$ cat src/rtl/rv32v_types_pkg.sv
// rtl/rv32v_types_pkg.sv - vector type encodings, micro-op record and geometry helpers
package rv32v_types_pkg;

  localparam int VLEN      = 128;
  localparam int VLMAX_W   = $clog2(VLEN) + 1;
  // log2 of the element count per register at SEW8
  localparam int LOG2_EMAX = $clog2(VLEN / 8);

  typedef enum logic [2:0] {
    LMUL_1 = 3'b000, LMUL_2 = 3'b001, LMUL_4 = 3'b010, LMUL_8 = 3'b011,
    LMUL_RSVD = 3'b100, LMUL_F8 = 3'b101, LMUL_F4 = 3'b110, LMUL_F2 = 3'b111
  } vlmul_t;

  typedef enum logic [2:0] {
    SEW_8 = 3'b000, SEW_16 = 3'b001, SEW_32 = 3'b010, SEW_64 = 3'b011,
    SEW_R4 = 3'b100, SEW_R5 = 3'b101, SEW_R6 = 3'b110, SEW_R7 = 3'b111
  } vsew_t;

  typedef enum logic {IDLE, SEQ} seq_state_t;

  typedef struct packed {
    logic [4:0]  vd;
    logic [4:0]  vs1;
    logic [4:0]  vs2;
    logic        vs1_is_vreg;
    vlmul_t      vlmul;
    vsew_t       vsew;
    logic        vill;
    logic [31:0] vl;
  } isn_t;

  typedef struct packed {
    logic [4:0]         vd;
    logic [4:0]         vs1;
    logic [4:0]         vs2;
    logic [2:0]         idx;
    logic               first;
    logic               last;
    logic [VLMAX_W-1:0] elem_start;
    logic [VLMAX_W-1:0] elem_cnt;
    logic               illegal;
  } uop_t;

  function automatic logic [3:0] lmul_regs(vlmul_t m);
    case (m)
      LMUL_2:  return 4'd2;
      LMUL_4:  return 4'd4;
      LMUL_8:  return 4'd8;
      default: return 4'd1;
    endcase
  endfunction

  function automatic int unsigned sew_bits(vsew_t s);
    case (s)
      SEW_8:   return 8;
      SEW_16:  return 16;
      SEW_32:  return 32;
      SEW_64:  return 64;
      default: return 0;
    endcase
  endfunction

endpackage

$ cat src/rtl/rv32v_uop_sequencer_if.sv
// rtl/rv32v_uop_sequencer_if.sv - instruction-in / micro-op-out handshake bundle
interface rv32v_uop_sequencer_if;
  import rv32v_types_pkg::*;

  logic               isn_valid;
  logic               isn_ready;
  logic [4:0]         vd;
  logic [4:0]         vs1;
  logic [4:0]         vs2;
  logic               vs1_is_vreg;
  logic [2:0]         vlmul_shadow;
  logic [2:0]         vsew_shadow;
  logic               vill_shadow;
  logic [31:0]        vl_shadow;
  logic               uop_valid;
  logic               uop_ready;
  logic [4:0]         uop_vd;
  logic [4:0]         uop_vs1;
  logic [4:0]         uop_vs2;
  logic [2:0]         uop_idx;
  logic               uop_first;
  logic               uop_last;
  logic [VLMAX_W-1:0] uop_elem_start;
  logic [VLMAX_W-1:0] uop_elem_cnt;
  logic               uop_illegal;

  modport master (
    output isn_valid, vd, vs1, vs2, vs1_is_vreg, vlmul_shadow, vsew_shadow, vill_shadow, vl_shadow, uop_ready,
    input  isn_ready, uop_valid, uop_vd, uop_vs1, uop_vs2, uop_idx, uop_first, uop_last,
           uop_elem_start, uop_elem_cnt, uop_illegal
  );

  modport slave (
    input  isn_valid, vd, vs1, vs2, vs1_is_vreg, vlmul_shadow, vsew_shadow, vill_shadow, vl_shadow, uop_ready,
    output isn_ready, uop_valid, uop_vd, uop_vs1, uop_vs2, uop_idx, uop_first, uop_last,
           uop_elem_start, uop_elem_cnt, uop_illegal
  );

endinterface

$ cat src/rtl/rv32v_uop_count_calc.sv
// rtl/rv32v_uop_count_calc.sv - legality, last uop index and element range for one uop index
module rv32v_uop_count_calc
  import rv32v_types_pkg::*;
(
  input  isn_t               isn,
  input  logic [2:0]         idx,
  output logic               illegal,
  output logic [2:0]         last_idx,
  output logic [VLMAX_W-1:0] elem_start,
  output logic [VLMAX_W-1:0] elem_cnt
);

  logic [3:0]         lregs;
  logic [4:0]         align_mask;
  logic [2:0]         log2e;
  logic [VLMAX_W-1:0] e, vlmax, vl_eff, last_raw, lr_m1, rem;

  always_comb begin
    lregs      = lmul_regs(isn.vlmul);
    align_mask = 5'(lregs) - 5'd1;
    // E is a power of two, so division by E becomes a shift by log2e
    log2e      = 3'(LOG2_EMAX) - 3'(isn.vsew);
    e          = VLMAX_W'(1) << log2e;

    case (isn.vlmul)
      LMUL_2:  vlmax = e << 1;
      LMUL_4:  vlmax = e << 2;
      LMUL_8:  vlmax = e << 3;
      LMUL_F2: vlmax = e >> 1;
      LMUL_F4: vlmax = e >> 2;
      LMUL_F8: vlmax = e >> 3;
      default: vlmax = e;
    endcase

    illegal = isn.vill
            | (isn.vlmul == LMUL_RSVD)
            | (sew_bits(isn.vsew) == 0) | (sew_bits(isn.vsew) > 32)
            | (|(isn.vd & align_mask))
            | (|(isn.vs2 & align_mask))
            | (isn.vs1_is_vreg & (|(isn.vs1 & align_mask)));

    vl_eff   = (isn.vl >= 32'(vlmax)) ? vlmax : isn.vl[VLMAX_W-1:0];
    last_raw = (vl_eff == '0) ? '0 : ((vl_eff - VLMAX_W'(1)) >> log2e);
    lr_m1    = VLMAX_W'(lregs) - VLMAX_W'(1);
    last_idx = illegal ? 3'd0 : 3'((last_raw > lr_m1) ? lr_m1 : last_raw);

    elem_start = VLMAX_W'(idx) << log2e;
    rem        = vl_eff - elem_start;
    elem_cnt   = illegal ? '0 : ((rem > e) ? e : rem);
  end

endmodule

$ cat src/rtl/rv32v_uop_sequencer.sv
// rtl/rv32v_uop_sequencer.sv - splits a decoded vector instruction into per-register micro-ops
module rv32v_uop_sequencer
  import rv32v_types_pkg::*;
(
  input  logic                  CLK,
  input  logic                  RST,
  input  logic                  flush,
  rv32v_uop_sequencer_if.slave  bus
);

  seq_state_t         state_q;
  isn_t               isn_q, isn_src;
  uop_t               uop_q, uop_d;
  logic               accept, handshake;
  logic [2:0]         idx_src, calc_last_idx;
  logic               calc_illegal;
  logic [VLMAX_W-1:0] calc_start, calc_cnt;

  assign bus.uop_valid = (state_q == SEQ);
  assign handshake     = bus.uop_valid & bus.uop_ready;
  assign bus.isn_ready = (state_q == IDLE) | (handshake & uop_q.last);
  assign accept        = bus.isn_valid & bus.isn_ready & ~flush;

  // Next uop is computed from live inputs on accept, else from the captured instruction
  always_comb begin
    isn_src = isn_q;
    if (accept) begin
      isn_src.vd          = bus.vd;
      isn_src.vs1         = bus.vs1;
      isn_src.vs2         = bus.vs2;
      isn_src.vs1_is_vreg = bus.vs1_is_vreg;
      isn_src.vlmul       = vlmul_t'(bus.vlmul_shadow);
      isn_src.vsew        = vsew_t'(bus.vsew_shadow);
      isn_src.vill        = bus.vill_shadow;
      isn_src.vl          = bus.vl_shadow;
    end
    idx_src = accept ? 3'd0 : uop_q.idx + 3'd1;
  end

  rv32v_uop_count_calc u_calc (
    .isn        (isn_src),
    .idx        (idx_src),
    .illegal    (calc_illegal),
    .last_idx   (calc_last_idx),
    .elem_start (calc_start),
    .elem_cnt   (calc_cnt)
  );

  always_comb begin
    uop_d            = '0;
    uop_d.vd         = isn_src.vd + {2'b00, idx_src};
    uop_d.vs1        = isn_src.vs1_is_vreg ? isn_src.vs1 + {2'b00, idx_src} : isn_src.vs1;
    uop_d.vs2        = isn_src.vs2 + {2'b00, idx_src};
    uop_d.idx        = idx_src;
    uop_d.first      = (idx_src == 3'd0);
    uop_d.last       = (idx_src == calc_last_idx);
    uop_d.elem_start = calc_start;
    uop_d.elem_cnt   = calc_cnt;
    uop_d.illegal    = calc_illegal;
  end

  always_ff @(posedge CLK or posedge RST) begin
    if (RST) begin
      state_q <= IDLE;
      isn_q   <= '0;
      uop_q   <= '0;
    end else if (flush) begin
      state_q <= IDLE;
    end else if (accept) begin
      state_q <= SEQ;
      isn_q   <= isn_src;
      uop_q   <= uop_d;
    end else if (handshake) begin
      if (uop_q.last) state_q <= IDLE;
      else            uop_q   <= uop_d;
    end
  end

  assign bus.uop_vd         = uop_q.vd;
  assign bus.uop_vs1        = uop_q.vs1;
  assign bus.uop_vs2        = uop_q.vs2;
  assign bus.uop_idx        = uop_q.idx;
  assign bus.uop_first      = uop_q.first;
  assign bus.uop_last       = uop_q.last;
  assign bus.uop_elem_start = uop_q.elem_start;
  assign bus.uop_elem_cnt   = uop_q.elem_cnt;
  assign bus.uop_illegal    = uop_q.illegal;

endmodule

$ cat src/flat_wrapper.sv
// flat-port wrapper written by rule: the top's interface ports become plain ports
module rv32v_uop_sequencer_flat import rv32v_types_pkg::*;
  (CLK, RST, flush, bus_isn_valid, bus_vd, bus_vs1, bus_vs2, bus_vs1_is_vreg, bus_vlmul_shadow, bus_vsew_shadow, bus_vill_shadow, bus_vl_shadow, bus_uop_ready, bus_isn_ready, bus_uop_valid, bus_uop_vd, bus_uop_vs1, bus_uop_vs2, bus_uop_idx, bus_uop_first, bus_uop_last, bus_uop_elem_start, bus_uop_elem_cnt, bus_uop_illegal);
  rv32v_uop_sequencer_if bus_i ();
  input  logic CLK;
  input  logic RST;
  input  logic flush;
  input wire logic [$bits(bus_i.isn_valid)-1:0] bus_isn_valid;
  input wire logic [$bits(bus_i.vd)-1:0] bus_vd;
  input wire logic [$bits(bus_i.vs1)-1:0] bus_vs1;
  input wire logic [$bits(bus_i.vs2)-1:0] bus_vs2;
  input wire logic [$bits(bus_i.vs1_is_vreg)-1:0] bus_vs1_is_vreg;
  input wire logic [$bits(bus_i.vlmul_shadow)-1:0] bus_vlmul_shadow;
  input wire logic [$bits(bus_i.vsew_shadow)-1:0] bus_vsew_shadow;
  input wire logic [$bits(bus_i.vill_shadow)-1:0] bus_vill_shadow;
  input wire logic [$bits(bus_i.vl_shadow)-1:0] bus_vl_shadow;
  input wire logic [$bits(bus_i.uop_ready)-1:0] bus_uop_ready;
  output wire logic [$bits(bus_i.isn_ready)-1:0] bus_isn_ready;
  output wire logic [$bits(bus_i.uop_valid)-1:0] bus_uop_valid;
  output wire logic [$bits(bus_i.uop_vd)-1:0] bus_uop_vd;
  output wire logic [$bits(bus_i.uop_vs1)-1:0] bus_uop_vs1;
  output wire logic [$bits(bus_i.uop_vs2)-1:0] bus_uop_vs2;
  output wire logic [$bits(bus_i.uop_idx)-1:0] bus_uop_idx;
  output wire logic [$bits(bus_i.uop_first)-1:0] bus_uop_first;
  output wire logic [$bits(bus_i.uop_last)-1:0] bus_uop_last;
  output wire logic [$bits(bus_i.uop_elem_start)-1:0] bus_uop_elem_start;
  output wire logic [$bits(bus_i.uop_elem_cnt)-1:0] bus_uop_elem_cnt;
  output wire logic [$bits(bus_i.uop_illegal)-1:0] bus_uop_illegal;
  assign bus_i.isn_valid = bus_isn_valid;
  assign bus_i.vd = bus_vd;
  assign bus_i.vs1 = bus_vs1;
  assign bus_i.vs2 = bus_vs2;
  assign bus_i.vs1_is_vreg = bus_vs1_is_vreg;
  assign bus_i.vlmul_shadow = bus_vlmul_shadow;
  assign bus_i.vsew_shadow = bus_vsew_shadow;
  assign bus_i.vill_shadow = bus_vill_shadow;
  assign bus_i.vl_shadow = bus_vl_shadow;
  assign bus_i.uop_ready = bus_uop_ready;
  assign bus_isn_ready = bus_i.isn_ready;
  assign bus_uop_valid = bus_i.uop_valid;
  assign bus_uop_vd = bus_i.uop_vd;
  assign bus_uop_vs1 = bus_i.uop_vs1;
  assign bus_uop_vs2 = bus_i.uop_vs2;
  assign bus_uop_idx = bus_i.uop_idx;
  assign bus_uop_first = bus_i.uop_first;
  assign bus_uop_last = bus_i.uop_last;
  assign bus_uop_elem_start = bus_i.uop_elem_start;
  assign bus_uop_elem_cnt = bus_i.uop_elem_cnt;
  assign bus_uop_illegal = bus_i.uop_illegal;
  rv32v_uop_sequencer u_core (.CLK(CLK), .RST(RST), .flush(flush), .bus(bus_i));
endmodule
$ cat config.mk
export PLATFORM = sky130hd
export DESIGN_NAME = rv32v_uop_sequencer_flat
export DESIGN_NICKNAME = d
export VERILOG_FILES = /design/src/rtl/rv32v_types_pkg.sv /design/src/rtl/rv32v_uop_sequencer_if.sv /design/src/rtl/rv32v_uop_count_calc.sv /design/src/rtl/rv32v_uop_sequencer.sv /design/src/flat_wrapper.sv
export SDC_FILE = /design/constraint.sdc
export NUM_CORES = 1
export LEC_CHECK = 0
export ABC_AREA = 1
export CAP_MARGIN = 0
export CORE_MARGIN = 2
export CORE_UTILIZATION = 51
export CTS_BUF_LIST = sky130_fd_sc_hd__clkbuf_8 sky130_fd_sc_hd__clkbuf_16
export DETAILED_ROUTE_END_ITERATION = 10
export PLACE_DENSITY = 0.78
export SLEW_MARGIN = 10
export SYNTH_ARGS = -nofsm -noshare
export SYNTH_HDL_FRONTEND = slang
export SYNTH_HIERARCHICAL = 1
export SYNTH_SLANG_ARGS = --single-unit
$ cat constraint.sdc
create_clock -name CLK -period 6.2 [get_ports CLK]
set_clock_uncertainty 0.1 [all_clocks]
set_input_delay 0.62 -clock CLK [delete_from_list [all_inputs] [get_ports CLK]]
set_output_delay 0.62 -clock CLK [all_outputs]
set_load 0.01 [all_outputs]
* Word level (Yosys, flattened, before mapping)
Cells that the tools add are included.
Word-level totals: flip-flop bits (word level) 93, bits of input ports 60, output and inout bits 39, logic and storage cells 96
Cells by class: add/sub/neg operators 9, $lt $le $gt $ge 4, equal/unequal tests 12, shifts and indexed selects 3, muxes and demuxes 19, bitwise operators 17, reduce and logical (&&, ||, !) cells 14
Operators with widths (count):
- 2-to-1 mux 37 bit | 3
- 2-to-1 mux 55 bit | 1
- one-hot mux 8 bit (6 select lines) | 1
- greater-or-equal comparator 32 x 8 -> 1 bit | 1
- > comparator 32 x 6 -> 1 bit (second input constant) | 1
- logical NOT 32 bit | 1
- 2-to-1 mux 8 bit | 4
- one-hot mux 7 bit (4 select lines) | 1
- > comparator 8 bit | 2
- adder 5 x 3 -> 5 bit | 3
- bitwise AND 5 bit | 3
- OR reduction 5 bit | 3
- == test 3 x 2 -> 1 bit (second input constant) | 4
- == test 3 bit (second input constant) | 4
- one-hot mux 4 bit (3 select lines) | 1
- subtractor 4 x 1 -> 5 bit (second input constant) | 2
- 2-to-1 mux 3 bit | 3
- logical NOT 8 bit | 1
- << shifter 1 x 3 -> 8 bit (first input constant) | 1
- << shifter 3 x 3 -> 8 bit | 1
- >> shifter 8 x 3 -> 8 bit | 1
- subtractor 8 x 1 -> 8 bit (second input constant) | 1
- subtractor 8 bit | 1
- bitwise OR 1 bit | 7
- 14 further kinds | 27

* Longest topological paths before layout
word-level depth 21, gate-level depth with buffers 56, mapped depth without buffers 51

* Hierarchy
Netlist, hierarchy kept.
Modules (own cells, without submodules):
- rv32v_uop_sequencer | times used 1, cells an instance 530, area an instance 4381.7 sq um, sequential area each 2327.2 sq um
- rv32v_uop_count_calc | times used 1, cells an instance 451, area an instance 2625.0 sq um, sequential area each 0.0 sq um

* Worst setup path after synthesis
No wires, ideal clock.
kind input-to-reg, start point in bus_uop_ready, end point reg u_core.uop_q, in the netlist u_core/bus.uop_last, setup time 0.065 ns, arrival time 6.969 ns, data required time 6.035 ns, setup slack -0.934 ns, cell stages on the path 50, buffers on the path 6, path through nand2_2 nand2_4 nand2_4 buf_12 buf_6 buf_2 nand2_1 nand2_1 clkbuf_1 inv_1 ha_1 ha_1 buf_6 nor2_2 inv_2 o22ai_1 a21oi_1 inv_1 (+14 left out) o21ai_0 o21ai_1 nand2_1 nand2_2 inv_1 ha_1 a21oi_1 o21ai_0 nand2_1 o211ai_1 nand2_1 o21ai_0 nor2_2 inv_1 o21ai_0 a21oi_1 nand2_1 nand2_1
RTL lines:
- start, declared | RTL line flat_wrapper.sv:17 | input wire logic [$bits(bus_i.uop_ready)-1:0] bus_uop_ready;
- end signal, assigned | RTL line rv32v_uop_sequencer.sv:72 | uop_q <= uop_d;
- end signal, assigned | RTL line rv32v_uop_sequencer.sv:75 | else uop_q <= uop_d;
- end, declared | RTL line rv32v_uop_sequencer.sv:13 | uop_t uop_q, uop_d;

==> flow_summary.json <==
{
  "numPortBuffers": 98,
  "p_per_area_mw_per_mm2": 493,
  "met2_length_mm": 9.15,
  "root_buffer": "clkbuf_16",
  "drc": 0,
  "p_sw_mw": 2.21,
  "max_clock_freq_ghz": 0.163,
  "rsz0062_at_grt": "yes",
  "synth_area_sq_mm": 0.00700,
  "start_util_pct": 52.5,
  "relSlewSlack_pct": 35.8,
  "cp_data_arrival_time_ps": 6290,
  "wl_per_cell_um": 13.9,
  "ioPinCount": 99,
  "viasPerCell": 5.06,
  "ant_nets": 0,
  "worst_slew_pin_slew_ps": 959,
  "seqPwrFrac_pct": 18.0,
  "numCtsBuffers": 9,
  "cp.required_ps": 6340,
  "num_rows": 42,
  "overflow": 0,
  "pwr-share-comb_pct": 70.1,
  "cts_tree": "done",
  "grt_pass1_wl_mm": 31.2,
  "gp_congestion": 0.949,
  "p_int_mw": 2.61,
  "firstDrtPassIters": 5,
  "wl_mm": 19.2,
  "worst-path-max-fanout": 8,
  "sw_frac_of_total_pct": 45.8,
  "topRoutingLayerUsed": "met4",
  "p_leak_nw": 5.18,
  "setup_ws_ps": 48.2,
  "via_count": 7008,
  "synth_cells": 980,
  "drtIter0Drc": 504,
  "die-area_sq_mm": 0.0147,
  "crit_path_end_kind": "flop",
  "dieHeight_um": 121,
  "grt_max_degree": 66,
  "wl_met1_mm": 8.43,
  "clock_latency_ps": 350,
  "cts.sinks": 93,
  "antenna_found_initial": 0,
  "drv_slew": 0,
  "area_growth_pct": 39.7,
  "critPathKind": "in2reg",
  "core_area_sq_mm": 0.0133,
  "cts.htree.levels": 3,
  "cpMostUsedCell": "nand2_1",
  "place_ws_ps": -667,
  "slowest_stage": "clkdlybuf4s50_1",
  "drv_cap": 0,
  "setup_viol": 0,
  "final_core_util_pct": 73.3,
  "track_usage_pct": 26.5,
  "critPathMaxStageDelay_ps": 510,
  "clockBufferDepth": 2,
  "antenna_cells": 0,
  "num-fill-cells": 1037,
  "start_kind": "input port",
  "cts_hold_buf": 0,
  "syn_avg_cell_area_sq_um": 7.15,
  "hold_violations": 0,
  "irDropWorstVdd_mv": 0.251,
  "grt_pass1_vias": 6790,
  "wl_met3_mm": 1.08,
  "clk_pin_slew_ps": 70,
  "status": "finished clean",
  "clockPowerShare_pct": 11.9,
  "hpwl_mm": 14.2,
  "tns_ps": 0,
  "p_total_mw": 4.82,
  "period_minus_slack_ps": 6150,
  "hp-class": "reg2reg",
  "finalNetCount": 1313,
  "drive_above_1_share_pct": 25.6,
  "yosys_warnings": 6,
  "fin_crit_sh_pct": 99.2,
  "die_w_um": 121
}
[cell usage in the layout (no fill, tap or decap), drive strengths merged, types with 5 or more instances in the layout]
| cell type | count |
|---|---|
| xor2 | 14 |
| clkdlybuf4s50 | 95 |
| a21oi | 41 |
| conb | 5 |
| ha | 46 |
| xnor2 | 5 |
| o22ai | 11 |
| nand3 | 44 |
| or2 | 9 |
| nand2 | 415 |
| inv | 120 |
| nor2 | 78 |
| nand4 | 5 |
| o21ai | 42 |
| dfrtp | 93 |
| clkbuf | 12 |
| buf | 135 |
[path summary, 6_finish.rpt]
| kind | from | endpoint | slack [ps] | cells after the start |
|---|---|---|---|---|
| min | u_core/bus.uop_elem_start[1]$_DFFE_PP0P_ | u_core/bus.uop_elem_start[1]$_DFFE_PP0P_ | 370 | 2 |
| min reg2reg | u_core/bus.uop_elem_start[1]$_DFFE_PP0P_ | u_core/bus.uop_elem_start[1]$_DFFE_PP0P_ | 370 | 2 |
| max reg2reg | u_core/bus.uop_last$_DFFE_PP0P_ | u_core/bus.uop_elem_cnt[2]$_DFFE_PP0P_ | 70 | 42 |
| min in group asynchronous | RST | u_core/isn_q[25]$_DFFE_PP0P_ | 490 | 2 |
| max | bus_vsew_shadow[0] | u_core/bus.uop_elem_cnt[2]$_DFFE_PP0P_ | 50 | 39 |
| max in group asynchronous | RST | u_core/bus.uop_last$_DFFE_PP0P_ | 4290 | 3 |
[stage by stage]
| stage | instance area (sq um) | instances | hold WS (ps) |
|---|---|---|---|
| 3_5_place_dp | 9110 | 1355 | 359 |
| 4_1_cts | 9460 | 1374 | 376 |
| 5_1_grt | 9790 | 1384 | 388 |
| 2_1_floorplan | 7230 | 984 | 344 |
| 3_3_place_gp | 9110 | 1355 | 355 |
| 6_report | 9790 | 1384 | 369 |
[power by group through the flow]
stage / Sequential (mW) / Clock [mW] / Combinational (mW)
2_1_floorplan: 0.919 / 0 / 1.91
3_3_place_gp: 0.871 / 0 / 2.81
3_5_place_dp: 0.879 / 0 / 2.91
4_1_cts: 0.868 / 0.582 / 2.96
5_1_grt: 0.888 / 0.618 / 3.70
6_report: 0.868 / 0.574 / 3.38
[state kept, by name, summed over array words and instances (netlist names)]
register / flops
u_core/bus.uop_vs2: 5
u_core/isn_q: 55
u_core/bus.uop_illegal: 1
u_core/bus.uop_elem_cnt: 8
u_core/bus.uop_valid: 1
u_core/bus.uop_last: 1
u_core/bus.uop_idx: 3
u_core/bus.uop_elem_start: 8
u_core/bus.uop_vs1: 5
u_core/bus.uop_first: 1
u_core/bus.uop_vd: 5
[routing by layer]
layer	vias up	GRT usage, %
li1	3528	-
met1	3188	35.4
met2	236	43.4
met3	56	3.67
met4	0	11.1
met5	-	0
[worst max-delay path, delay by kind of cell]
kind	cells	cell delay [ps]
xor gates and xnor gates	1	180
adders and majority gates	5	1280
buffers and inverters	8	1140
and+or+nand+nor	19	1930
AOI/OAI and AO/OA	6	1140
[layout make-up]
cell class | count | area (sq um) | share of cell area, %
Clock buffer | 9 | 225 | 2.30
Clock inverter | 7 | 83.8 | 0.857
Inverter | 120 | 472 | 4.82
Multi-Input combinational cell | 746 | 4440 | 45.3
Sequential cell | 93 | 2330 | 23.8
Tap cell | 176 | 220 | 2.25
Timing Repair Buffer | 233 | 2020 | 20.6
[repair_timing]
action,in CTS,in global routing
cloned,0,2
resized for setup,8,61
pin swaps,10,40
buffers inserted,3,8
endpoints found under the setup margin,9,9
Note: power is estimated with default switching activity, not from simulation.
